**config.mk**
```make
export PLATFORM = sky130hd
export DESIGN_NAME = shifter_pipe
export DESIGN_NICKNAME = d
export VERILOG_FILES = /design/src/rtl/shifter_pipe_pkg.sv /design/src/rtl/shifter_pipe_stage.sv /design/src/rtl/shifter_pipe.sv
export SDC_FILE = /design/constraint.sdc
export NUM_CORES = 1
export LEC_CHECK = 0
export BUFFER_PORTS_ARGS = -buffer_cell sky130_fd_sc_hd__clkbuf_2
export CAP_MARGIN = 0
export CORE_UTILIZATION = 30
export DETAILED_ROUTE_END_ITERATION = 8
export GPL_TIMING_DRIVEN = 0
export PLACE_DENSITY = 0.55
export SLEW_MARGIN = 20
export SYNTH_ARGS = -nofsm -noshare
export SYNTH_HDL_FRONTEND = slang
export SYNTH_HIERARCHICAL = 1
export SYNTH_SLANG_ARGS = --single-unit
```
**constraint.sdc**
```tcl
create_clock -name clk -period 2.6 [get_ports clk]
set_clock_uncertainty 0.1 [all_clocks]
set_input_delay 0.65 -clock clk [delete_from_list [all_inputs] [get_ports clk]]
set_output_delay 0.65 -clock clk [all_outputs]
set_load 0.005 [all_outputs]
```
**src/rtl/shifter_pipe_pkg.sv**
```systemverilog
// Shared shift-kind encodings and instruction field positions for the
// ARM7 operand-2 shifter. Imported by the shifter and its stage module.
package shifter_pipe_pkg;

  // Kind carried down the pipe; values match the instruction sh field.
  typedef enum logic [1:0] {
    SK_LSL = 2'b00,
    SK_LSR = 2'b01,
    SK_ASR = 2'b10,
    SK_ROR = 2'b11
  } shift_kind_e;

  localparam int SH_LSB      = 5;  // imm_value[6:5]  shift type
  localparam int BY_REG_BIT  = 4;  // imm_value[4]    amount from Rs
  localparam int IMM_AMT_LSB = 7;  // imm_value[11:7] immediate amount
  localparam int ROT_LSB     = 8;  // imm_value[11:8] immediate rotate/2

  function automatic shift_kind_e sh_to_kind(input logic [1:0] sh);
    return shift_kind_e'(sh);
  endfunction

endpackage

```
**src/rtl/shifter_pipe_stage.sv**
```systemverilog
// One elastic pipeline slot of the operand-2 shifter: applies the log-shift
// layers LAYER_LO..LAYER_HI-1 to the incoming operand, then registers it.
// Ports: clk, rst (async, high), adv (slot load enable), vld_in/vld_out,
// data/carry/kind/amount in and out.
module shifter_stage
  import shifter_pipe_pkg::*;
#(
  parameter int DATA_W   = 32,
  parameter int AW       = 5,
  parameter int LAYER_LO = 0,
  parameter int LAYER_HI = 5
) (
  input  logic                     clk,
  input  logic                     rst,
  input  logic                     adv,
  input  logic                     vld_in,
  input  logic signed [DATA_W-1:0] data_in,
  input  logic                     c_in,
  input  shift_kind_e              kind_in,
  input  logic [AW-1:0]            amt_in,
  output logic                     vld_out,
  output logic signed [DATA_W-1:0] data_out,
  output logic                     c_out,
  output shift_kind_e              kind_out,
  output logic [AW-1:0]            amt_out
);

  logic signed [DATA_W-1:0] data_mid;
  logic                     c_mid;
  logic                     vld_p;
  logic signed [DATA_W-1:0] data_p;
  logic                     c_p;
  shift_kind_e              kind_p;
  logic [AW-1:0]            amt_p;

  // Shift by s; carry is the last bit shifted out, except ROR where it is the
  // new MSB. Chaining layers keeps the carry of the last active layer.
  function automatic logic [DATA_W:0] shift_layer(
    input logic signed [DATA_W-1:0] d,
    input logic                     c,
    input shift_kind_e              k,
    input int                       s
  );
    logic signed [DATA_W-1:0] r;
    logic                     co;
    r  = d;
    co = c;
    case (k)
      SK_LSL: begin
        r  = d <<< s;
        co = d[DATA_W-s];
      end
      SK_LSR: begin
        r  = d >> s;
        co = d[s-1];
      end
      SK_ASR: begin
        r  = d >>> s;
        co = d[s-1];
      end
      default: begin
        r  = (d >> s) | (d << (DATA_W - s));
        co = r[DATA_W-1];
      end
    endcase
    return {co, r};
  endfunction

  always_comb begin
    data_mid = data_in;
    c_mid    = c_in;
    for (int i = LAYER_LO; i < LAYER_HI; i++) begin
      if (amt_in[i]) begin
        {c_mid, data_mid} = shift_layer(data_mid, c_mid, kind_in, 1 << i);
      end
    end
  end

  // ---- stage register ----
  always_ff @(posedge clk or posedge rst) begin
    if (rst) begin
      vld_p <= 1'b0;
    end else if (adv) begin
      vld_p <= vld_in;
    end
  end

  always_ff @(posedge clk) begin
    if (adv) begin
      data_p <= data_mid;
      c_p    <= c_mid;
      kind_p <= kind_in;
      amt_p  <= amt_in;
    end
  end

  assign vld_out  = vld_p;
  assign data_out = data_p;
  assign c_out    = c_p;
  assign kind_out = kind_p;
  assign amt_out  = amt_p;

endmodule

```
**src/rtl/shifter_pipe.sv**
```systemverilog
// Pipelined ARM7 operand-2 barrel shifter with valid/ready handshake.
// Stage-0 decode resolves kind, amount and every special case (amount 0,
// amount >= N, RRX, immediate rotate, bypass) so the layered stages only
// ever see plain shifts of 0..N-1.
// Ports: in_valid/in_ready request side; instr_bit_25, imm_value, rm, rs,
// cin, use_shifter, direct_data operands; out_valid/out_ready result side;
// operand2, c_out result. rst is asynchronous, active-high.
module shifter_pipe
  import shifter_pipe_pkg::*;
#(
  parameter int DATA_W = 32,
  parameter int STAGES = 2
) (
  input  logic              clk,
  input  logic              rst,
  input  logic              in_valid,
  output logic              in_ready,
  input  logic              instr_bit_25,
  input  logic [11:0]       imm_value,
  input  logic [DATA_W-1:0] rm,
  input  logic [7:0]        rs,
  input  logic              cin,
  input  logic              use_shifter,
  input  logic [DATA_W-1:0] direct_data,
  output logic              out_valid,
  input  logic              out_ready,
  output logic [DATA_W-1:0] operand2,
  output logic              c_out
);

  localparam int AW = $clog2(DATA_W);

  logic signed [DATA_W-1:0] dec_data;
  logic                     dec_c;
  shift_kind_e              dec_kind;
  logic [AW-1:0]            dec_amt;
  logic [31:0]              amt_full;
  logic                     imm_amt_zero;

  logic signed [DATA_W-1:0] data_p [STAGES];
  logic                     c_p    [STAGES];
  shift_kind_e              kind_p [STAGES];
  logic [AW-1:0]            amt_p  [STAGES];
  logic [STAGES-1:0]        vld_p;
  logic [STAGES-1:0]        adv_p;

  assign imm_amt_zero = (imm_value[11:IMM_AMT_LSB] == 5'd0);

  // ---- stage-0 decode ----
  always_comb begin
    dec_data = rm;
    dec_c    = cin;
    dec_kind = SK_ROR;
    dec_amt  = '0;
    amt_full = '0;
    if (!use_shifter) begin
      dec_data = direct_data;
    end else if (instr_bit_25) begin
      dec_data      = '0;
      dec_data[7:0] = imm_value[7:0];
      dec_amt       = AW'({imm_value[11:ROT_LSB], 1'b0});
    end else begin
      dec_kind = sh_to_kind(imm_value[SH_LSB+1:SH_LSB]);
      if (imm_value[BY_REG_BIT]) begin
        amt_full = {24'd0, rs};
      end else if (!imm_amt_zero) begin
        amt_full = {27'd0, imm_value[11:IMM_AMT_LSB]};
      end else if (dec_kind != SK_LSL) begin
        amt_full = 32'(DATA_W);
      end
      dec_amt = amt_full[AW-1:0];
      case (dec_kind)
        SK_LSL, SK_LSR: begin
          if (amt_full >= 32'(DATA_W)) begin
            dec_amt  = '0;
            dec_data = '0;
            if (amt_full == 32'(DATA_W)) begin
              dec_c = (dec_kind == SK_LSL) ? rm[0] : rm[DATA_W-1];
            end else begin
              dec_c = 1'b0;
            end
          end
        end
        SK_ASR: begin
          if (amt_full >= 32'(DATA_W)) begin
            dec_amt  = '0;
            dec_data = {DATA_W{rm[DATA_W-1]}};
            dec_c    = rm[DATA_W-1];
          end
        end
        default: begin
          if (!imm_value[BY_REG_BIT] && imm_amt_zero) begin
            dec_amt  = '0;
            dec_data = {cin, rm[DATA_W-1:1]};
            dec_c    = rm[0];
          end else if (amt_full != 32'd0 && dec_amt == '0) begin
            dec_c = rm[DATA_W-1];
          end
        end
      endcase
    end
  end

  // Bubble-collapsing advance chain, from the output back to the input.
  always_comb begin
    adv_p             = '0;
    adv_p[STAGES-1]   = ~vld_p[STAGES-1] | out_ready;
    for (int k = STAGES - 2; k >= 0; k--) begin
      adv_p[k] = ~vld_p[k] | adv_p[k+1];
    end
  end

  assign in_ready = adv_p[0];

  for (genvar k = 0; k < STAGES; k++) begin : g_stage
    logic                     s_vld;
    logic signed [DATA_W-1:0] s_data;
    logic                     s_c;
    shift_kind_e              s_kind;
    logic [AW-1:0]            s_amt;

    if (k == 0) begin : g_first
      assign s_vld  = in_valid;
      assign s_data = dec_data;
      assign s_c    = dec_c;
      assign s_kind = dec_kind;
      assign s_amt  = dec_amt;
    end else begin : g_next
      assign s_vld  = vld_p[k-1];
      assign s_data = data_p[k-1];
      assign s_c    = c_p[k-1];
      assign s_kind = kind_p[k-1];
      assign s_amt  = amt_p[k-1];
    end

    // ---- stage k boundary ----
    shifter_stage #(
      .DATA_W  (DATA_W),
      .AW      (AW),
      .LAYER_LO(k * AW / STAGES),
      .LAYER_HI((k + 1) * AW / STAGES)
    ) u_stage (
      .clk     (clk),
      .rst     (rst),
      .adv     (adv_p[k]),
      .vld_in  (s_vld),
      .data_in (s_data),
      .c_in    (s_c),
      .kind_in (s_kind),
      .amt_in  (s_amt),
      .vld_out (vld_p[k]),
      .data_out(data_p[k]),
      .c_out   (c_p[k]),
      .kind_out(kind_p[k]),
      .amt_out (amt_p[k])
    );
  end

  // Result reads as zero whenever no valid op is presented.
  assign out_valid = vld_p[STAGES-1];
  assign operand2  = vld_p[STAGES-1] ? data_p[STAGES-1] : '0;
  assign c_out     = vld_p[STAGES-1] & c_p[STAGES-1];

endmodule
```
# Word-level counts from Yosys, hierarchy flattened
# Cells that the tools add are included.
# word_totals
latchBits	0
elab_cells	88
in_bits	91
out_inout_bits	35
memories	0
ramBits	0
register_bits	73
mem_bits_ro	0
# classes
mux	48
n_eq_ne	7
shift	0
n_reduce_logical	14
magnitude_cmp	1
bitwise_logic	10
n_mul	0
n_div	0
add_sub_neg	0
# op_table
op	count
case mux 32 bit (3 select lines)	5
2-to-1 mux 32 bit	12
case mux 32 bit (2 select lines)	1
equality test 32 x 6 -> 1 bit, second input constant	1
greater-or-equal comparator 32 x 6 -> 1 bit, second input constant	1
OR 17 x 32 -> 32 bit	1
OR 25 x 32 -> 32 bit	1
OR 29 x 32 -> 32 bit	1
OR 31 x 32 -> 32 bit	1
OR 32 bit	1
nonzero test 32 bit	1
2-to-1 mux 31 bit	1
2-to-1 mux 5 bit	4
2-to-1 mux 1 bit	13
2-to-1 mux 6 bit	2
case mux 1 bit (2 select lines)	6
zero test 5 bit	2
2-to-1 mux 8 bit	1
equality test 2 x 1 -> 1 bit, second input constant	3
equality test 2 bit, second input constant	3
zero test 2 bit	3
2-to-1 mux 2 bit	3
OR reduction 2 bit	3
OR reduction 3 bit	1
6 further kinds	9

# Longest topological paths before layout
# depth
ltp_word	17
mapped_depth	13
depth_no_buf	9

# Modules after synthesis
# The synthesis kept the hierarchy.
# modules_own_cells
module	instances	area_each_um2	seq_area_each_um2	cells_each
shifter_stage at g_stage[1].u_stage	1	3329.4	1226.2	347
shifter_stage at g_stage[0].u_stage	1	3283.1	1226.2	384
shifter_pipe	1	1480.2	0.0	236

# Least setup slack after synthesis
# Ideal clock, no wire load.
# synth_path
kind	input to register
start	in use_shifter
end	reg g_stage[0].u_stage.data_p[30], data pin
n_path_buf	4
setup_ns	0.261
required_time_ns	2.239
setup_slack_ns	-0.813
t_arrival_ns	3.052
cell_stages	11
cell_sequence	clkbuf_1 > nor2b_1 > clkbuf_1 > nand2b_1 > ha_1 > buf_6 > or3_4 > buf_6 > a221oi_2 > nor3_1 > o32a_1
# synth_between
elab_chain_len	7
elab_cells_between_ends	12
cone_classes	eq/ne (2); mux (7); bitwise (2); reduce/logical (1)
# synth_lines
element	line_no	rtl
start: declaration	shifter_pipe.sv:23	input logic use_shifter,
2-to-1 mux 2 bit *	shifter_pipe.sv:56	if (!use_shifter) begin
via dec_kind[0]	shifter_pipe.sv:35	shift_kind_e dec_kind;
equality test 2 bit (tied with other cells)	shifter_pipe_stage.sv:48	case (k)
case mux 32 bit (3 select lines)	shifter_pipe_stage.sv:48	
2-to-1 mux 32 bit	shifter_pipe_stage.sv:73	if (amt_in[i]) begin
OR 31 x 32 -> 32 bit	shifter_pipe_stage.sv:62	r = (d >> s) | (d << (DATA_W - s));
case mux 32 bit (3 select lines)	shifter_pipe_stage.sv:48	
2-to-1 mux 32 bit *	shifter_pipe_stage.sv:73	
via g_stage[0].u_stage.data_mid[30]	shifter_pipe_stage.sv:28	logic signed [DATA_W-1:0] data_mid;
end signal: assignment	shifter_pipe_stage.sv:90	data_p <= data_mid;
end: declaration	shifter_pipe_stage.sv:31	logic signed [DATA_W-1:0] data_p;
# The timed path passes the listed nets; every way through them passes the cells marked *.
# A chain may end at the register's enable or synchronous reset.

# Final worst setup path
# layout_path
start	in imm_value[7]
end	reg g_stage[0].u_stage.data_p[30], data pin
# layout_between
elab_cells_between_ends	24
cone_classes	order compare (1); mux (19); bitwise (2); reduce/logical (2)
# layout_rtl
element	line_no	rtl
start: declaration	shifter_pipe.sv:19	input logic [11:0] imm_value,
zero test 5 bit	shifter_pipe.sv:47	assign imm_amt_zero = (imm_value[11:IMM_AMT_LSB] == 5'd0);
2-to-1 mux 6 bit	shifter_pipe.sv:66	end else if (!imm_amt_zero) begin
2-to-1 mux 8 bit	shifter_pipe.sv:64	if (imm_value[BY_REG_BIT]) begin
2-to-1 mux 32 bit	shifter_pipe.sv:58	end else if (instr_bit_25) begin
2-to-1 mux 32 bit	shifter_pipe.sv:56	
greater-or-equal comparator 32 x 6 -> 1 bit	shifter_pipe.sv:74	if (amt_full >= 32'(DATA_W)) begin
2-to-1 mux 32 bit	shifter_pipe.sv:74	
case mux 32 bit (2 select lines) *	shifter_pipe.sv:72	case (dec_kind)
2-to-1 mux 32 bit *	shifter_pipe.sv:58	
2-to-1 mux 32 bit *	shifter_pipe.sv:56	
via dec_data[31]	shifter_pipe.sv:33	logic signed [DATA_W-1:0] dec_data;
case mux 32 bit (3 select lines) or OR 32 bit (tied branches)	shifter_pipe_stage.sv:48, shifter_pipe_stage.sv:62	
2-to-1 mux 32 bit *	shifter_pipe_stage.sv:73	
case mux 32 bit (3 select lines) or 2-to-1 mux 32 bit (tied branches)	shifter_pipe_stage.sv:48, shifter_pipe_stage.sv:73	
2-to-1 mux 32 bit *	shifter_pipe_stage.sv:73	
via g_stage[0].u_stage.data_mid[30]	shifter_pipe_stage.sv:28	
# The timed path passes the listed nets; every way through them passes the cells marked *. The select of a mux whose other input is x is not followed.

==> flow_summary.yaml <==
clock_network:
  clk_pin_slew_ns: 0.06
  cts-root-buf: "clkbuf_16"
  cts_tree: "built"
  clockBufferDepth: 2
  cts_sinks: 73
  cts_buffers: 9
  htreeDepth: 3
  clkLatencyLatePin_ns: 0.34
route:
  met2WireLength_mm: 15.9
  routed.top_layer: "met4"
  first_iter_violations: 945
  wl_per_cell_um: 22.1
  wl_mm: 33.8
  drc_errors: 0
  met3_length_mm: 2.55
  dr.pass1.iters: 5
  routed_via_density: 6.24
  postRouteAntennaNets: 0
  routed-via-count: 9540
  met1_length_mm: 13.7
place:
  dp_hpwl_mm: 24.1
  port_buffers: 123
  gp_congestion: 0.941
grt:
  grt_pass1_wl_mm: 50.3
  antenna_found_initial: 0
  grt_pass1_vias: 8862
  grt_max_degree: 30
  globalRouteTotalUtil: 0.241
  overflow: 0
synth:
  avgSynthCellArea_um2: 8.17
  yosys_warnings: 6
  netlist_area_um2: 7820
  syn_inst: 958
  synthesis.nets: 1057
sta:
  setup_ws_ns: -0.485
  slew_headroom: 0.139
  tightest_slew_ns: 1.29
  slew_violations: 0
  min_period_ns: 3.08
  clock.fmax_mhz: 324
  whs_ns: 0.0297
  rsz0062_at_grt: "yes"
  setup_violations: 33
  finalHoldViolations: 0
  post-route-period-util: 1.19
  setup_tns_ns: -12.17
setup_path:
  worst_path_largest_cell_delay_ns: 0.56
  cp-start-kind: "input port"
  r2r-start: "g_stage[0].u_stage/kind_out[1]$_DFFE_PP_"
  r2r-end: "g_stage[1].u_stage/data_out[17]$_DFFE_PP_"
  crit_required_ns: 2.58
  crit_slowest_cell: "or4_4"
  path_buf_inv: 1
  reg2regPathDepth: 8
  arrival_ns: 3.07
  path_delay_family: "simple AND/OR/NAND/NOR gates"
  crit_fanout: 7
  r2r_slack_ns: 0.04
  endpoint_kind: "register"
  crit_type: "in -> reg"
  worstPathCellList: "clkbuf_16, or4_4, or3_4, mux2i_2, a211oi_2, mux2_4, a31oi_4, o21ai_2, o32a_1"
layout:
  antenna_cells: 0
  nets: 1294
  drive_gt1_frac: 0.488
  area_delta_synth_final_pct: 57.7
job:
  cap_violations: 0
worst_hold_path:
  min_path_type: "in -> async"
floorplan:
  die_area_um2: 26700
  start_util: 0.308
  die_y_um: 163
  io_pins: 126
  die_w_um: 163
  coreArea_um2: 25400
  rows: 58
status:
  violations: "setup timing"
  status: "finished, violations left"
power_and_ir_drop:
  power_density_nw_per_um2: 464
  ir_worst_vdd_mv: 0.322
  p_leak_nw: 4.68
==> layout make-up <==
| class | count | area (µm²) |
|---|---|---|
| well taps | 330 | 413 |
| clock inverters | 4 | 50.0 |
| inverters | 40 | 156 |
| clock buffers | 12 | 267 |
| fillers | 2375 | 13100 |
| plain buffers | 93 | 766 |
| flip-flops and latches | 73 | 2180 |
| multi-input cells | 749 | 6820 |
| repair buffers | 229 | 1690 |
==> worst reg2reg max path: cells and delay by family (launching register included) <==
| kind | cells | cell delay (ns) |
|---|---|---|
| adders and majority gates | 1 | 0.22 |
| buffers and inverters | 2 | 0.30 |
| AOI/OAI and AO/OA | 4 | 0.81 |
| and+or+nand+nor | 1 | 0.38 |
| DFF | 1 | 0.48 |
==> power breakdown <==
group          leakage (nW)  internal [mW]  switching [mW]
combinational          3.76           1.20            1.42
clock                 0.151          0.818           0.455
sequential            0.770           1.62           0.207
total                  4.68           3.64            2.08
==> state kept, by name (all words and copies together), names as in the netlist <==
| name | flops |
|---|---|
| g_stage.u_stage/amt_out | 3 |
| g_stage.u_stage/c_out | 2 |
| g_stage.u_stage/data_out | 64 |
| g_stage.u_stage/kind_out | 2 |
| g_stage.u_stage/vld_out | 2 |
==> placed cells by master, fill, tap and decap left out, types with 8 or more instances in the layout <==
master,n
clkbuf_2,133
buf_4,77
edfxtp_1,71
nand2_1,51
buf_6,44
and2_1,37
inv_1,35
nor2_1,34
o22ai_4,33
a21oi_1,32
a21oi_2,28
a221oi_2,24
nor2_4,23
o21ai_0,22
nor3_1,21
clkbuf_1,19
o22ai_1,19
o31ai_1,18
o21ai_1,18
nor2_2,17
a22oi_1,17
mux2i_1,16
nand2b_4,16
o311a_1,16
nand2b_1,15
o21a_1,14
clkbuf_16,13
buf_2,13
buf_12,11
nand3_1,11
o221ai_2,11
a31oi_1,11
nand3b_1,10
a211oi_2,10
nor2b_1,9
a221o_1,9
clkbuf_8,8
buf_8,8
o31a_1,8
o211ai_1,8
==> routing by layer <==
metal / GRT usage / vias up
met5: 0 / -
li1: - / 4279
met3: 0.0343 / 136
met4: 0.118 / 0
met1: 0.305 / 4522
met2: 0.401 / 603
==> repair_timing <==
action	CTS	global route
setup buffers	45	55
pin swaps	55	97
resized for setup	156	217
hold buffers	0	0
endpoints found under the setup margin	64	63
gates cloned	2	2
==> through the flow <==
stage	util	cells	worst slack, ns	total power [mW]	area, µm²
2_1_floorplan	-	958	-0.588	3.08	8390
3_3_place_gp	0.371	1411	-1.41	3.77	9420
3_5_place_dp	0.373	1414	-1.42	3.78	9470
4_1_cts	0.431	1476	-0.472	5.32	10900
5_1_grt	0.486	1530	-0.516	5.99	12300
6_report	0.486	1530	-0.485	5.72	12300
==> how the worst max path moves through the flow <==
stage / startpoint / slack (ns) / to / cells past startpoint
after detailed placement: imm_value[5] / -1.42 / g_stage[0].u_stage/data_out[20]$_DFFE_PP_ / 10
after global routing: imm_value[7] / -0.52 / g_stage[0].u_stage/data_out[30]$_DFFE_PP_ / 9
after floorplan: imm_value[4] / -0.59 / g_stage[0].u_stage/data_out[30]$_DFFE_PP_ / 10
final: imm_value[7] / -0.48 / g_stage[0].u_stage/data_out[30]$_DFFE_PP_ / 9
after global placement: imm_value[5] / -1.41 / g_stage[0].u_stage/data_out[24]$_DFFE_PP_ / 9
after CTS: imm_value[7] / -0.47 / g_stage[0].u_stage/data_out[30]$_DFFE_PP_ / 10
Power figures use the tool's default switching activity.
